[config.mk]
export PLATFORM = sky130hd
export DESIGN_NAME = msg_write_flat
export DESIGN_NICKNAME = d
export VERILOG_FILES = /design/src/rtl/msg_write_if.sv /design/src/rtl/msg_write.sv /design/src/flat_wrapper.sv
export SDC_FILE = /design/constraint.sdc
export NUM_CORES = 1
export LEC_CHECK = 0
export BUFFER_PORTS_ARGS = -buffer_cell sky130_fd_sc_hd__buf_2
export CORE_MARGIN = 4
export CORE_UTILIZATION = 55
export CTS_CLUSTER_DIAMETER = 80
export DETAILED_ROUTE_END_ITERATION = 12
export MAX_ROUTING_LAYER = met4
export PLACE_DENSITY = 0.85
export SYNTH_ARGS = -nofsm -noshare
export SYNTH_HDL_FRONTEND = slang
export SYNTH_SLANG_ARGS = --single-unit
[constraint.sdc]
create_clock -name OPB_CLK -period 2.1 [get_ports OPB_CLK]
set_input_delay 0.105 -clock OPB_CLK [delete_from_list [all_inputs] [get_ports OPB_CLK]]
set_output_delay 0.105 -clock OPB_CLK [all_outputs]
set_load 0.005 [all_outputs]
[src/rtl/msg_write_if.sv]
// rtl/msg_write_if.sv - completion handshake and TX FIFO write bus for msg_write
//
// Purpose : bundles the OPB completion handshake (RSP_*) and the UART TX FIFO
//           write port (TX_FIFO_*) of msg_write.
// Signals : RSP_VALID/RSP_READY handshake, RSP_IS_WR, RSP_ADDR[31:0],
//           RSP_DATA[31:0], TX_FIFO_WR, TX_FIFO_DATA[7:0], TX_FIFO_FULL.
// Modports: master - completion source and TX FIFO side
//           slave  - msg_write
interface msg_write_if;
   logic        RSP_VALID;
   logic        RSP_READY;
   logic        RSP_IS_WR;
   logic [31:0] RSP_ADDR;
   logic [31:0] RSP_DATA;
   logic        TX_FIFO_WR;
   logic [7:0]  TX_FIFO_DATA;
   logic        TX_FIFO_FULL;

   modport master (
      output RSP_VALID, RSP_IS_WR, RSP_ADDR, RSP_DATA, TX_FIFO_FULL,
      input  RSP_READY, TX_FIFO_WR, TX_FIFO_DATA
   );

   modport slave (
      input  RSP_VALID, RSP_IS_WR, RSP_ADDR, RSP_DATA, TX_FIFO_FULL,
      output RSP_READY, TX_FIFO_WR, TX_FIFO_DATA
   );
endinterface

[src/rtl/msg_write.sv]
// rtl/msg_write.sv - serialises OPB completions into 10-byte UART TX frames
//
// Purpose : accepts one OPB completion per handshake and pushes the frame
//           Header, ADDR[31:0] MSB first, DATA[31:0] MSB first, ~Header
//           into the UART TX FIFO. Read response 0x5B/0xA4, write
//           acknowledge 0x5A/0xA5. A frame stalled on a full FIFO for
//           TIMEOUT_LIMIT PULSE_2KHZ ticks is aborted with an error_flag pulse.
// Ports   : OPB_CLK     - system clock
//           OPB_RST_N   - asynchronous active-low reset
//           PULSE_2KHZ  - one-cycle 2 kHz tick
//           bus         - msg_write_if.slave (RSP_* handshake, TX_FIFO_* port)
//           error_flag  - one-cycle pulse on timeout abort
// Macro   : MSG_WRITE_WR_ACK_EN - when defined, write completions are framed
//           as write acknowledges; otherwise they are consumed silently.
module msg_write #(
   parameter logic [15:0] TIMEOUT_LIMIT = 16'd200
) (
   input  logic       OPB_CLK,
   input  logic       OPB_RST_N,
   input  logic       PULSE_2KHZ,
   msg_write_if.slave bus,
   output logic       error_flag
);

   typedef enum logic [1:0] {IDLE, SEND, DONE, ERROR} state_t;

   state_t      r_state;
   logic [3:0]  r_byte_cnt;
   logic [15:0] r_timeout_cnt;
   logic [79:0] r_frame;
   logic        r_rsp_ready;
   logic        r_error_flag;

   logic        w_accept;
   logic        w_build;
   logic        w_timeout;
   logic        w_write;
   logic [7:0]  w_header;

   assign w_accept = (r_state == IDLE) && r_rsp_ready && bus.RSP_VALID;

`ifdef MSG_WRITE_WR_ACK_EN
   assign w_build  = w_accept;
   assign w_header = bus.RSP_IS_WR ? 8'h5A : 8'h5B;
`else
   // Write completions still handshake but never leave IDLE.
   assign w_build  = w_accept && !bus.RSP_IS_WR;
   assign w_header = 8'h5B;
`endif

   // A saturated timeout counter blocks the write so no byte slips out
   // in the cycle the frame is being abandoned.
   assign w_timeout = (r_state == SEND) && (r_timeout_cnt >= TIMEOUT_LIMIT);
   assign w_write   = (r_state == SEND) && !bus.TX_FIFO_FULL && !w_timeout;

   assign bus.TX_FIFO_WR   = w_write;
   // The frame register shifts left on each write, so the current byte is
   // always the top byte and simply holds while the FIFO is full.
   assign bus.TX_FIFO_DATA = (r_state == SEND) ? r_frame[79:72] : 8'h00;
   assign bus.RSP_READY    = r_rsp_ready;
   assign error_flag       = r_error_flag;

   always_ff @(posedge OPB_CLK or negedge OPB_RST_N) begin
      if (!OPB_RST_N) begin
         r_state       <= IDLE;
         r_byte_cnt    <= 4'd0;
         r_timeout_cnt <= 16'd0;
         r_frame       <= 80'd0;
         r_rsp_ready   <= 1'b0;
         r_error_flag  <= 1'b0;
      end else begin
         r_error_flag <= 1'b0;
         case (r_state)
            IDLE: begin
               r_rsp_ready <= 1'b1;
               if (w_build) begin
                  r_frame       <= {w_header, bus.RSP_ADDR, bus.RSP_DATA, ~w_header};
                  r_byte_cnt    <= 4'd0;
                  r_timeout_cnt <= 16'd0;
                  r_rsp_ready   <= 1'b0;
                  r_state       <= SEND;
               end
            end
            SEND: begin
               if (w_timeout) begin
                  r_error_flag <= 1'b1;
                  r_state      <= ERROR;
               end else if (w_write) begin
                  // A write always beats a coincident tick.
                  r_frame       <= {r_frame[71:0], 8'h00};
                  r_timeout_cnt <= 16'd0;
                  if (r_byte_cnt == 4'd9) begin
                     r_state <= DONE;
                  end else begin
                     r_byte_cnt <= r_byte_cnt + 4'd1;
                  end
               end else if (PULSE_2KHZ && (r_timeout_cnt < TIMEOUT_LIMIT)) begin
                  r_timeout_cnt <= r_timeout_cnt + 16'd1;
               end
            end
            DONE: begin
               r_byte_cnt  <= 4'd0;
               r_rsp_ready <= 1'b1;
               r_state     <= IDLE;
            end
            ERROR: begin
               r_frame       <= 80'd0;
               r_byte_cnt    <= 4'd0;
               r_timeout_cnt <= 16'd0;
               r_rsp_ready   <= 1'b1;
               r_state       <= IDLE;
            end
            default: begin
               r_state <= IDLE;
            end
         endcase
      end
   end

endmodule

[src/flat_wrapper.sv]
// flat-port wrapper written by rule: the top's interface ports become plain ports
module msg_write_flat 
#(
   parameter logic [15:0] TIMEOUT_LIMIT = 16'd200
)
  (OPB_CLK, OPB_RST_N, PULSE_2KHZ, error_flag, bus_RSP_VALID, bus_RSP_IS_WR, bus_RSP_ADDR, bus_RSP_DATA, bus_TX_FIFO_FULL, bus_RSP_READY, bus_TX_FIFO_WR, bus_TX_FIFO_DATA);
  msg_write_if bus_i ();
  input  logic OPB_CLK;
  input  logic OPB_RST_N;
  input  logic PULSE_2KHZ;
  output logic error_flag;
  input wire logic [$bits(bus_i.RSP_VALID)-1:0] bus_RSP_VALID;
  input wire logic [$bits(bus_i.RSP_IS_WR)-1:0] bus_RSP_IS_WR;
  input wire logic [$bits(bus_i.RSP_ADDR)-1:0] bus_RSP_ADDR;
  input wire logic [$bits(bus_i.RSP_DATA)-1:0] bus_RSP_DATA;
  input wire logic [$bits(bus_i.TX_FIFO_FULL)-1:0] bus_TX_FIFO_FULL;
  output wire logic [$bits(bus_i.RSP_READY)-1:0] bus_RSP_READY;
  output wire logic [$bits(bus_i.TX_FIFO_WR)-1:0] bus_TX_FIFO_WR;
  output wire logic [$bits(bus_i.TX_FIFO_DATA)-1:0] bus_TX_FIFO_DATA;
  assign bus_i.RSP_VALID = bus_RSP_VALID;
  assign bus_i.RSP_IS_WR = bus_RSP_IS_WR;
  assign bus_i.RSP_ADDR = bus_RSP_ADDR;
  assign bus_i.RSP_DATA = bus_RSP_DATA;
  assign bus_i.TX_FIFO_FULL = bus_TX_FIFO_FULL;
  assign bus_RSP_READY = bus_i.RSP_READY;
  assign bus_TX_FIFO_WR = bus_i.TX_FIFO_WR;
  assign bus_TX_FIFO_DATA = bus_i.TX_FIFO_DATA;
  msg_write #(.TIMEOUT_LIMIT(TIMEOUT_LIMIT)) u_core (.OPB_CLK(OPB_CLK), .OPB_RST_N(OPB_RST_N), .PULSE_2KHZ(PULSE_2KHZ), .bus(bus_i), .error_flag(error_flag));
endmodule
Word-level counts from Yosys, hierarchy flattened
Index checks and enable logic that the tools add are counted.

operators by class
  add/subtract/negate cells = 2
  multiply operators = 0
  equal/unequal tests = 11
  muxes and demuxes = 24
  div/mod/pow operators = 0
  reductions and logical operators = 18
  shift operators = 0
  bitwise operators = 0
  magnitude comparators = 2

operators with widths
  cell                                                          count
  two-way mux 80 bit                                            3
  one-hot mux 80 bit (3 select lines)                           1
  two-way mux 16 bit                                            4
  one-hot mux 16 bit (3 select lines)                           1
  adder 16 x 1 -> 16 bit (second input constant)                1
  >= comparator 16 x 8 -> 1 bit (second input constant)         1
  less-than comparator 16 x 8 -> 1 bit (second input constant)  1
  two-way mux 4 bit                                             4
  one-hot mux 4 bit (3 select lines)                            1
  AND reduction 4 bit                                           3
  two-way mux 2 bit                                             4
  two-way mux 8 bit                                             1
  logical AND 1 bit                                             7
  != test 2 bit (second input constant)                         3
  != test 3 x 2 -> 1 bit (second input constant)                2
  one-hot mux 2 bit (3 select lines)                            1
  adder 4 x 1 -> 4 bit (second input constant)                  1
  == test 2 bit (second input constant)                         2
  == test 4 bit (second input constant)                         1
  zero test 1 bit                                               3
  two-way mux 1 bit                                             3
  != test 3 bit (second input constant)                         1
  AND reduction 3 bit                                           1
  nonzero test 3 bit                                            1
  other kinds (6)                                               6

storage, ports and cells
  memories = 0
  input port bits = 70
  RAM bits = 0
  output and inout bits = 11
  ROM bits = 0
  latch bits = 0
  register bits = 104
  word-level logic and storage cells = 63

Logic depth before layout (Yosys ltp)
Gate-level depths: netlist of the first run.

  depth after elaboration = 7
  mapped depth = 7

Least setup slack after synthesis of the first run
OpenSTA, ideal clock, no wires.

  kind = register -> register
  start = register u_core.r_timeout_cnt[5]
  end = register u_core.r_frame[17]
  path slack = 289 ps
  cell stages (with the launch flop) = 8
  data arrival time = 1,685 ps
  cell sequence = dfrtp_1 o311ai_4 and4_1 buf_4 o21ai_2 buf_6 buf_6 a221o_1

between the ends
  longest elaborated chain between the ends = 6
  elaborated cells between the ends (all ways) = 7

ends and longest elaborated chain
  what                                    line             text
  start: declaration                      msg_write.sv:29  logic [15:0] r_timeout_cnt;
  start signal: assignment                msg_write.sv:98  r_timeout_cnt <= r_timeout_cnt + 16'd1;
  >= comparator 16 x 8 -> 1 bit *         msg_write.sv:53  assign w_timeout = (r_state == SEND) && (r_timeout_cnt >= TIMEOUT_LIMIT);
  logical AND 1 bit *                     msg_write.sv:53
  zero test 1 bit                         msg_write.sv:54  assign w_write = (r_state == SEND) && !bus.TX_FIFO_FULL && !w_timeout;
  logical AND 1 bit                       msg_write.sv:54
  != test 2 bit (no source line)          --
  AND reduction 4 bit (no source line) *  --
  end signal: assignment                  msg_write.sv:77  r_frame <= {w_header, bus.RSP_ADDR, bus.RSP_DATA, ~w_header};
  end signal: assignment                  msg_write.sv:90  r_frame <= {r_frame[71:0], 8'h00};
  end: declaration                        msg_write.sv:30  logic [79:0] r_frame;

Every way passes the cells marked *; elsewhere a longest branch is shown, timed or not.
A chain may end at the register's enable or synchronous reset.

Worst setup path in the final report of the first run
  start = register u_core.r_timeout_cnt[13]
  end = register u_core.r_frame[13]

The elaborated chain is that of the path after synthesis.

==> flow_metrics.tcl, run 1 <==
set metrics [dict create \
    final-hold-violation-count 0 \
    hold_path.class "in2reg" \
    p_leak_nw 2.62 \
    cts_max_level 3 \
    drt_wl_total_um 10100 \
    p_per_area_mw_per_mm2 1090 \
    cts_root_buf "clkbuf_8" \
    syn_nets 439 \
    seq_power_share 0.485 \
    ys_top_cells_by_area "dfrtp_1 55%, a221o_1 13%, and2_1 9.2%" \
    ys_top_cells_by_count "97 x dfrtp_1, 65 x and2_1, 59 x a221o_1" \
    crit_fanout 47 \
    grt_max_degree 62 \
    max-slew-margin-rel 0.675 \
    ir_drop_v 0.000476 \
    dieHeight_um 97.7 \
    pin_count 81 \
    post_synth_inst_count 365 \
    final.period_utilization 0.960 \
    combPwrFrac 0.335 \
    ys.flop_type "dfrtp_1" \
    fin_skew_ns 0.00948 \
    drt-wirelength-per-cell_um 17.8 \
    crit_required_ns 2.33 \
    avgViaCountPerCell 6.08 \
    insertion_delay_ns 0.35 \
    timing.final.ws_setup_ns 0.0843 \
    drtAntennaViolNets 0 \
    crit_arrival_ns 2.25 \
    p_sw_mw 1.98 \
    die-area_sq_mm 0.00955 \
    synth-edff-count 0 \
    drive_gt1_frac 0.262 \
    async_flop_share 1.00 \
    fin_nets 535 \
    clkTransAtPathRegs_ns 0.09 \
    diodes 0 \
    ys_ff_latch 97 \
    start_util 0.570 \
    track_usage 0.222 \
    cts_buffers 9 \
    grt_antenna_before_repair 0 \
    groute.layer.met1.usage 0.305 \
    drv_slew 0 \
    drtIter0Drc 247 \
    switching_share 0.340 \
    ys_seq_area_frac 0.548 \
    coreArea_sq_mm 0.00777 \
    synth_top_cell_area_share 0.548 \
    p_int_mw 3.84 \
    cts_tree "done" \
    die_w_um 97.7 \
    min_period_ns 2.02 \
    crit_path_start_kind "flop" \
    grt_first_pass_wirelength_um 16600 \
    nFillCells 546 \
    routed-via-count 3447 \
    place_hpwl_um 6760 \
    pwr-share-clk 0.180 \
    port_buffers 80 \
    grt-ovfl-total 0 \
    synth_area_sq_mm 0.00443 \
    drc 0 \
    synth_top_area_cell "dfrtp_1" \
    dr.pass1.iters 5 \
    rows 32 \
    place_congestion 0.858 \
    outcome "finished, final reports clean" \
    max_freq_ghz 0.496 \
    grt_use_met3 0.0596 \
    synth.avg_cell_area_sq_um 12.1 \
    drv_cap 0 \
    yosysUniqueCellTypes 46 \
    grtUsageMet2 0.328 \
    area_growth_pct 20.6 \
    final_util 0.687 \
    grt_pass1_vias 3409 \
    pre_cts_ws_ns 0.149 \
    end_kind "flop" \
    clockBufferDepth 2 \
    setup_violations 0 \
    synth_warnings 0 \
    grt-busiest-layer "met2" \
    synth.most_common_cell "dfrtp_1" \
    crit_type "reg2reg" \
    layoutNonFillerInstCount 567 \
    clock-sinks 97 \
    placed_cells 535 \
    tightest_slew_ns 0.488 \
]
[cells by family after synthesis]
logic type | share of synthesized area
flops | 0.548
mux | 0.00226
fa+ha+maj | 0.0113
simple gates | 0.179
compound gates | 0.215
buf+inv | 0.0433
[placed cells by master, fill, tap and decap left out, types with 3 or more instances in the layout]
master / count
a22o_1: 8
buf_4: 16
nor2_1: 5
nand3b_1: 7
clkbuf_8: 9
a21oi_1: 7
dlygate4sd3_1: 16
ha_1: 4
nand2_1: 3
and2_1: 65
o22ai_1: 4
nand3_1: 3
a221o_1: 59
inv_1: 7
a2bb2oi_1: 5
buf_12: 4
or4_1: 5
nand4_1: 7
buf_2: 79
and3_1: 11
dfrtp_1: 97
o21bai_1: 6
o31ai_1: 4
[path summary, 6_finish.rpt]
kind,startpoint,to,slack (ns),cells past startpoint
setup / recovery,u_core.r_timeout_cnt[13]$_DFFE_PN0P_,u_core.r_frame[13]$_DFFE_PN0P_,0.08,5
hold / removal,bus_RSP_DATA[22],u_core.r_frame[30]$_DFFE_PN0P_,0.04,3
setup reg to reg,u_core.r_timeout_cnt[13]$_DFFE_PN0P_,u_core.r_frame[13]$_DFFE_PN0P_,0.08,5
hold reg to reg,u_core.r_frame[74]$_DFFE_PN0P_,u_core.r_frame[74]$_DFFE_PN0P_,0.51,1
max in group asynchronous,OPB_RST_N,u_core.r_timeout_cnt[12]$_DFFE_PN0P_,1.18,3
min in group asynchronous,OPB_RST_N,u_core.r_frame[60]$_DFFE_PN0P_,0.25,2
[flip-flops by register name, summed over array words and instances (netlist names)]
name	count
u_core.bus.RSP_READY	1
u_core.error_flag	1
u_core.r_byte_cnt	4
u_core.r_frame	73
u_core.r_state	2
u_core.r_timeout_cnt	16
[critical path: stages (launching register included)]
cell and delay (ns):
dfrtp_1 0.41, nor4_4 0.42, and4_4 0.32, o21ai_4 0.14, buf_12 0.23, a221o_1 0.36
[layer usage]
metal / part of all wire / vias up / routed length, um
met2: 0.48 / 132 / 4810
met5: 0 / - / 0
met3: 0.060 / 12 / 610
met1: 0.45 / 1705 / 4520
li1: - / 1598 / -
met4: 0.018 / 0 / 180
[per-stage QoR]
step | hold slack (ns) | area, sq um | TNS, ns | power, mW
after global placement | 0.0991 | 5000 | 0 | 4.66
after detailed placement | 0.0982 | 5000 | 0 | 4.75
after global routing | 0.0307 | 5340 | -0.0243 | 6.17
after CTS | 0.0223 | 5330 | 0 | 5.84
after floorplan | -0.191 | 4430 | 0 | 4.09
final | 0.0430 | 5340 | 0 | 5.81
[area by class of cell]
class                      instances  area, sq um  share of cell area
clock buffer                      11          131              0.0246
timing repair buffer             115          756               0.142
inverter                           7         26.3             0.00492
clock inverter                     4         30.0             0.00563
multi-input combinational        231         1840               0.344
tap                              102          128              0.0239
sequential                        97         2430               0.455
[power groups by stage]
stage / logic [mW] / clock network, mW / registers, mW
2_1_floorplan: 1.40 / 0 / 2.69
3_3_place_gp: 1.84 / 0 / 2.82
3_5_place_dp: 1.91 / 0 / 2.84
4_1_cts: 1.95 / 1.07 / 2.81
5_1_grt: 2.13 / 1.16 / 2.88
6_report: 1.95 / 1.05 / 2.82
[repair_timing]
| item | 4_1_cts | 5_1_grt |
|---|---|---|
| resized for setup | 1 | 1 |
| setup endpoints to repair | 1 | 2 |
| hold buffers | 16 | 0 |
| buffers inserted | 0 | 1 |
| endpoints found under the hold margin | 51 | 0 |
| pin swaps | 1 | 2 |
Note: power is estimated with default switching activity, not from simulation.
==> inputs of run 2 (changes only) <==
--- a/config.mk
+++ b/config.mk
@@ -12,6 +12,7 @@
 export DETAILED_ROUTE_END_ITERATION = 12
 export MAX_ROUTING_LAYER = met4
 export PLACE_DENSITY = 0.85
+export RECOVER_POWER = 25
 export SYNTH_ARGS = -nofsm -noshare
 export SYNTH_HDL_FRONTEND = slang
 export SYNTH_SLANG_ARGS = --single-unit
==> flow_metrics.tcl, run 2 (synthesized netlist as in run 1, its figures left out) <==
set metrics [dict create \
    final_cell_mix "97 x dfrtp_1, 79 x buf_2, 65 x and2_1" \
    dr.pass1.iters 5 \
    seq_power_share 0.485 \
    clkTransAtPathRegs_ns 0.09 \
    timing.final.ws_setup_ns 0.0841 \
    placed_cells 535 \
    setup_violations 0 \
    place_hpwl_um 6760 \
    drt_wl_total_um 10100 \
    crit_required_ns 2.33 \
    crit_fanout 47 \
    p_int_mw 3.84 \
    switching_share 0.340 \
    placed_area_sq_mm 0.00500 \
    end_kind "flop" \
    drc 0 \
    clockBufferDepth 2 \
    grt-ovfl-total 0 \
    cts_max_level 3 \
    reg_top3 "u_core.r_frame x73, u_core.r_timeout_cnt x16, u_core.r_byte_cnt x4" \
    drv_cap 0 \
    p_per_area_mw_per_mm2 1090 \
    whs_ns 0.0430 \
    min_period_ns 2.02 \
    grt_pass1_vias 3409 \
    hold_path.class "in2reg" \
    dieHeight_um 97.7 \
    final_area_sq_mm 0.00533 \
    largest_reg_flops 73 \
    avgViaCountPerCell 6.08 \
    max-slew-margin-rel 0.369 \
    top_register "u_core.r_frame" \
    pre_cts_ws_ns 0.149 \
    coreArea_sq_mm 0.00777 \
    port_buffers 80 \
    die_w_um 97.7 \
    final-hold-violation-count 0 \
    pwr-share-clk 0.180 \
    track_usage 0.222 \
    drtAntennaViolNets 0 \
    layoutNonFillerInstCount 567 \
    nFillCells 545 \
    cts_root_buf "clkbuf_8" \
    layout_commonest_cell "dfrtp_1" \
    cts_tree "done" \
    area_growth_pct 20.5 \
    die-area_sq_mm 0.00955 \
    rows 32 \
    crit_arrival_ns 2.25 \
    grt_antenna_before_repair 0 \
    clock-sinks 97 \
    pin_count 81 \
    ir_drop_v 0.000476 \
    grt_first_pass_wirelength_um 16600 \
    tightest_slew_ns 0.946 \
    final.period_utilization 0.960 \
    p_sw_mw 1.98 \
    fin_skew_ns 0.00948 \
    routed-via-count 3446 \
    place_congestion 0.858 \
    drtIter0Drc 247 \
    start_util 0.570 \
    outcome "finished, final reports clean" \
    drv_slew 0 \
    insertion_delay_ns 0.35 \
    fin_nets 535 \
    max_freq_ghz 0.496 \
    drt-wirelength-per-cell_um 17.9 \
    combPwrFrac 0.335 \
    crit_path_start_kind "flop" \
    diodes 0 \
    p_leak_nw 2.62 \
    grt_max_degree 62 \
    drive_gt1_frac 0.262 \
    cts_buffers 9 \
    crit_type "reg2reg" \
]
## run 2: cell types whose count changed in the layout (fill, tap and decap cells not counted)
cell	delta
buf_4	-1
clkbuf_2	+1
## run 2: repair_timing
item | in CTS | in global routing
gates resized for setup | 1 | 1
endpoints found under the setup margin | 1 | 2
pin swaps | 1 | 2
hold buffers | 16 | 0
setup buffers | 0 | 1
hold endpoints to repair | 51 | 0
## run 2: final timing paths
path                                                           start                                    to  slack [ns]  depth (start not counted)
min in group asynchronous                                  OPB_RST_N        u_core.r_frame[60]$_DFFE_PN0P_        0.42                          2
worst max register to register  u_core.r_timeout_cnt[13]$_DFFE_PN0P_        u_core.r_frame[13]$_DFFE_PN0P_        0.08                          5
worst max-delay path            u_core.r_timeout_cnt[13]$_DFFE_PN0P_        u_core.r_frame[13]$_DFFE_PN0P_        0.08                          5
worst min-delay path                                bus_RSP_DATA[22]        u_core.r_frame[30]$_DFFE_PN0P_        0.04                          3
max in group asynchronous                                  OPB_RST_N  u_core.r_timeout_cnt[12]$_DFFE_PN0P_        0.85                          3
worst min register to register        u_core.r_frame[74]$_DFFE_PN0P_        u_core.r_frame[74]$_DFFE_PN0P_        0.51                          1
## run 2: power by group through the flow
stage	sequential (mW)	clock, mW	combinational (mW)
floorplan	2.69	0	1.40
global placement	2.82	0	1.84
detailed placement	2.84	0	1.91
CTS	2.81	1.07	1.95
global route	2.88	1.16	2.13
finish	2.82	1.05	1.95
## run 2: through the flow
stage / utilization / total power [mW] / setup TNS [ns]
floorplan: - / 4.09 / 0
global placement: 0.643 / 4.66 / 0
detailed placement: 0.643 / 4.75 / 0
CTS: 0.686 / 5.84 / 0
global route: 0.687 / 6.17 / -0.0243
finish: 0.687 / 5.81 / 0
## run 2: worst max-delay path: stages (launching register included)
cell,delay (ns)
dfrtp_1,0.41
nor4_4,0.42
and4_4,0.32
o21ai_4,0.14
buf_12,0.23
a221o_1,0.36
## run 2: metal layers
metal / global-route usage / vias to the layer above / wire [um]
li1: - / 1599 / -
met1: 0.305 / 1705 / 4530
met2: 0.328 / 130 / 4810
met3: 0.0596 / 12 / 607
met4: 0.0639 / 0 / 180
met5: - / - / 0
## run 2: layout make-up
type,instances,area (sq um),area share
repair buffers,115,753,0.141
inverters,7,26.3,0.00493
well taps,102,128,0.0239
clock buffers,11,131,0.0246
flip-flops and latches,97,2430,0.455
multi-input cells,231,1840,0.345
clock inverters,4,30.0,0.00563
==> inputs of run 3 (changes only) <==
--- a/config.mk
+++ b/config.mk
@@ -5,13 +5,14 @@
 export SDC_FILE = /design/constraint.sdc
 export NUM_CORES = 1
 export LEC_CHECK = 0
+export ABC_AREA = 1
 export BUFFER_PORTS_ARGS = -buffer_cell sky130_fd_sc_hd__buf_2
 export CORE_MARGIN = 4
-export CORE_UTILIZATION = 55
+export CORE_UTILIZATION = 56
 export CTS_CLUSTER_DIAMETER = 80
 export DETAILED_ROUTE_END_ITERATION = 12
 export MAX_ROUTING_LAYER = met4
-export PLACE_DENSITY = 0.85
+export PLACE_DENSITY = 0.86
 export RECOVER_POWER = 25
 export SYNTH_ARGS = -nofsm -noshare
 export SYNTH_HDL_FRONTEND = slang
==> flow_metrics.tcl, run 3 <==
set metrics [dict create \
    outcome "finished, final reports clean" \
    grt_antenna_before_repair 0 \
    final_cell_mix "255 x nand2_1, 97 x dfrtp_1, 78 x buf_2" \
    cts_max_level 3 \
    track_usage 0.224 \
    end_kind "flop" \
    synth.avg_cell_area_sq_um 8.19 \
    min_period_ns 1.93 \
    fin_nets 719 \
    rsz0062_at_grt "yes" \
    nFillCells 668 \
    crit_required_ns 2.40 \
    p_leak_nw 2.98 \
    crit_path_start_kind "flop" \
    grt_max_degree 65 \
    ir_drop_v 0.000678 \
    routed-via-count 3986 \
    min_from "bus_RSP_DATA[2]" \
    post_synth_inst_count 571 \
    layout_commonest_cell "nand2_1" \
    final.period_utilization 0.920 \
    seq_area_sq_mm 0.00243 \
    synth_area_sq_mm 0.00468 \
    drtIter0Drc 299 \
    insertion_delay_ns 0.37 \
    final_util 0.663 \
    drc 0 \
    tightest_slew_ns 0.962 \
    pin_count 81 \
    drv_slew 0 \
    setup_tns_ns 0 \
    drt_wl_total_um 10300 \
    die_w_um 99.4 \
    rows 33 \
    cts_tree "done" \
    async_flop_share 1.00 \
    top_register "u_core.r_frame" \
    crit_type "reg2reg" \
    fin_skew_ns 0.0112 \
    p_per_area_mw_per_mm2 1390 \
    holdPathStages 5 \
    port_buffers 80 \
    dr.pass1.iters 4 \
    clkTransAtPathRegs_ns 0.10 \
    grt_pass1_vias 3872 \
    yosysUniqueCellTypes 26 \
    crit_arrival_ns 2.24 \
    ys.flop_type "dfrtp_1" \
    synth_top_cell_area_share 0.519 \
    dieHeight_um 99.4 \
    pre_cts_ws_ns 0.144 \
    rr_worst_depth 10 \
    drt-wirelength-per-cell_um 13.7 \
    design_power_total_mw 7.53 \
    reg_top3 "u_core.r_frame x73, u_core.r_timeout_cnt x16, u_core.r_byte_cnt x4" \
    clock-sinks 97 \
    multi_input_area_sq_mm 0.00198 \
    setup_violations 0 \
    grt_first_pass_wirelength_um 17500 \
    avgViaCountPerCell 5.28 \
    largest_reg_flops 73 \
    drtAntennaViolNets 0 \
    die-area_sq_mm 0.00988 \
    ys_top_cells_by_count "255 x nand2_1, 97 x dfrtp_1, 56 x a22o_1" \
    place_hpwl_um 6850 \
    ys_top_cells_by_area "dfrtp_1 52%, nand2_1 20%, a22o_1 10%" \
    drive_gt1_frac 0.178 \
    synth.most_common_cell "nand2_1" \
    crit_fanout 45 \
    timing.final.ws_setup_ns 0.169 \
    cts_root_buf "clkbuf_8" \
    ys_seq_area_frac 0.519 \
    synth_warnings 0 \
    whs_ns 0.0386 \
    place_congestion 0.803 \
    synth_top_area_cell "dfrtp_1" \
    synth-edff-count 0 \
    drv_cap 0 \
    whs_endpoint "u_core.r_frame[10]$_DFFE_PN0P_" \
    clockBufferDepth 2 \
    max_freq_ghz 0.518 \
    grt-ovfl-total 0 \
    r2r_end "u_core.r_timeout_cnt[6]$_DFFE_PN0P_" \
    hold_path.class "in2reg" \
    max-slew-margin-rel 0.359 \
    cts_buffers 9 \
    diodes 0 \
    coreArea_sq_mm 0.00818 \
    syn_nets 645 \
    ff2ff_setup_slack_ns 0.17 \
    area_growth_pct 15.9 \
    start_util 0.572 \
    ys_ff_latch 97 \
    r2r_start "u_core.r_timeout_cnt[11]$_DFFE_PN0P_" \
    final-hold-violation-count 0 \
]
## run 3: cell types whose count changed after synthesis, moves of 13 or more
cell	previous run	this run
a221o_1	59	0
a22o_1	8	56
and2_1	65	0
inv_1	7	31
nand2_1	3	255
nor2_1	6	43
o21ai_0	1	14
## run 3: per-stage QoR
step / std cells / instance area (sq um)
after floorplan: 571 / 4680
after global placement: 733 / 5170
after detailed placement: 733 / 5170
after CTS: 755 / 5420
after global routing: 755 / 5420
final: 755 / 5420
## run 3: layout make-up
cell class                      instances  share of cell area
Timing Repair Buffer                   94               0.103
Inverter                               35              0.0245
Tap cell                              105              0.0242
Clock inverter                          7              0.0113
Multi-Input combinational cell        408               0.366
Sequential cell                        97               0.448
Clock buffer                            9              0.0229
## run 3: worst max path at each step
stage,startpoint,end,cells past startpoint
after global routing,u_core.r_state[1]$_DFFE_PN0P_,u_core.r_timeout_cnt[0]$_DFFE_PN0P_,10
after detailed placement,u_core.r_timeout_cnt[3]$_DFFE_PN0P_,u_core.r_timeout_cnt[6]$_DFFE_PN0P_,10
after CTS,u_core.r_state[1]$_DFFE_PN0P_,u_core.r_timeout_cnt[6]$_DFFE_PN0P_,10
after floorplan,u_core.r_timeout_cnt[13]$_DFFE_PN0P_,u_core.r_frame[43]$_DFFE_PN0P_,10
after global placement,u_core.r_state[1]$_DFFE_PN0P_,u_core.r_timeout_cnt[5]$_DFFE_PN0P_,10
final,u_core.r_timeout_cnt[11]$_DFFE_PN0P_,u_core.r_timeout_cnt[6]$_DFFE_PN0P_,10
## run 3: cell families (layout without fill, tap and decap cells)
logic type / count (synthesis) / in the layout / share of synthesized area
buf+inv: 66 / 145 / 0.0589
compound gates: 78 / 78 / 0.133
xor+xnor: 6 / 6 / 0.0112
simple gates: 320 / 320 / 0.267
fa+ha+maj: 4 / 4 / 0.0107
flops: 97 / 97 / 0.519
## run 3: where the power goes
part | total (mW) | internal [mW] | leakage [nW] | switching [mW]
Combinational | 3.47 | 1.30 | 1.63 | 2.17
Clock | 1.15 | 0.453 | 0.0888 | 0.692
Sequential | 2.91 | 2.53 | 1.26 | 0.385
Total | 7.53 | 4.28 | 2.98 | 3.24
## run 3: worst max-delay path, stage by stage, from the launching register on
cell,delay (ns)
dfrtp_1,0.39
nor2_1,0.11
nand2_1,0.07
nor2_1,0.15
nand2_2,0.15
o21bai_4,0.26
nand2_4,0.09
buf_6,0.21
nand2_2,0.25
nand2_1,0.10
nand2_1,0.07
## run 3: layer usage
metal,track usage,vias to the layer above,wire (um),part of all wire
met5,-,-,0,0
met3,0.0407,9,661,0.064
met4,0.0788,0,114,0.011
met2,0.345,145,5010,0.49
met1,0.302,1869,4540,0.44
li1,-,1963,-,-
## run 3: what timing repair did
item,in CTS,in global routing
hold buffers,6,0
endpoints found under the hold margin,42,0
buffers inserted,0,0
endpoints found under the setup margin,0,14
resized for setup,0,2
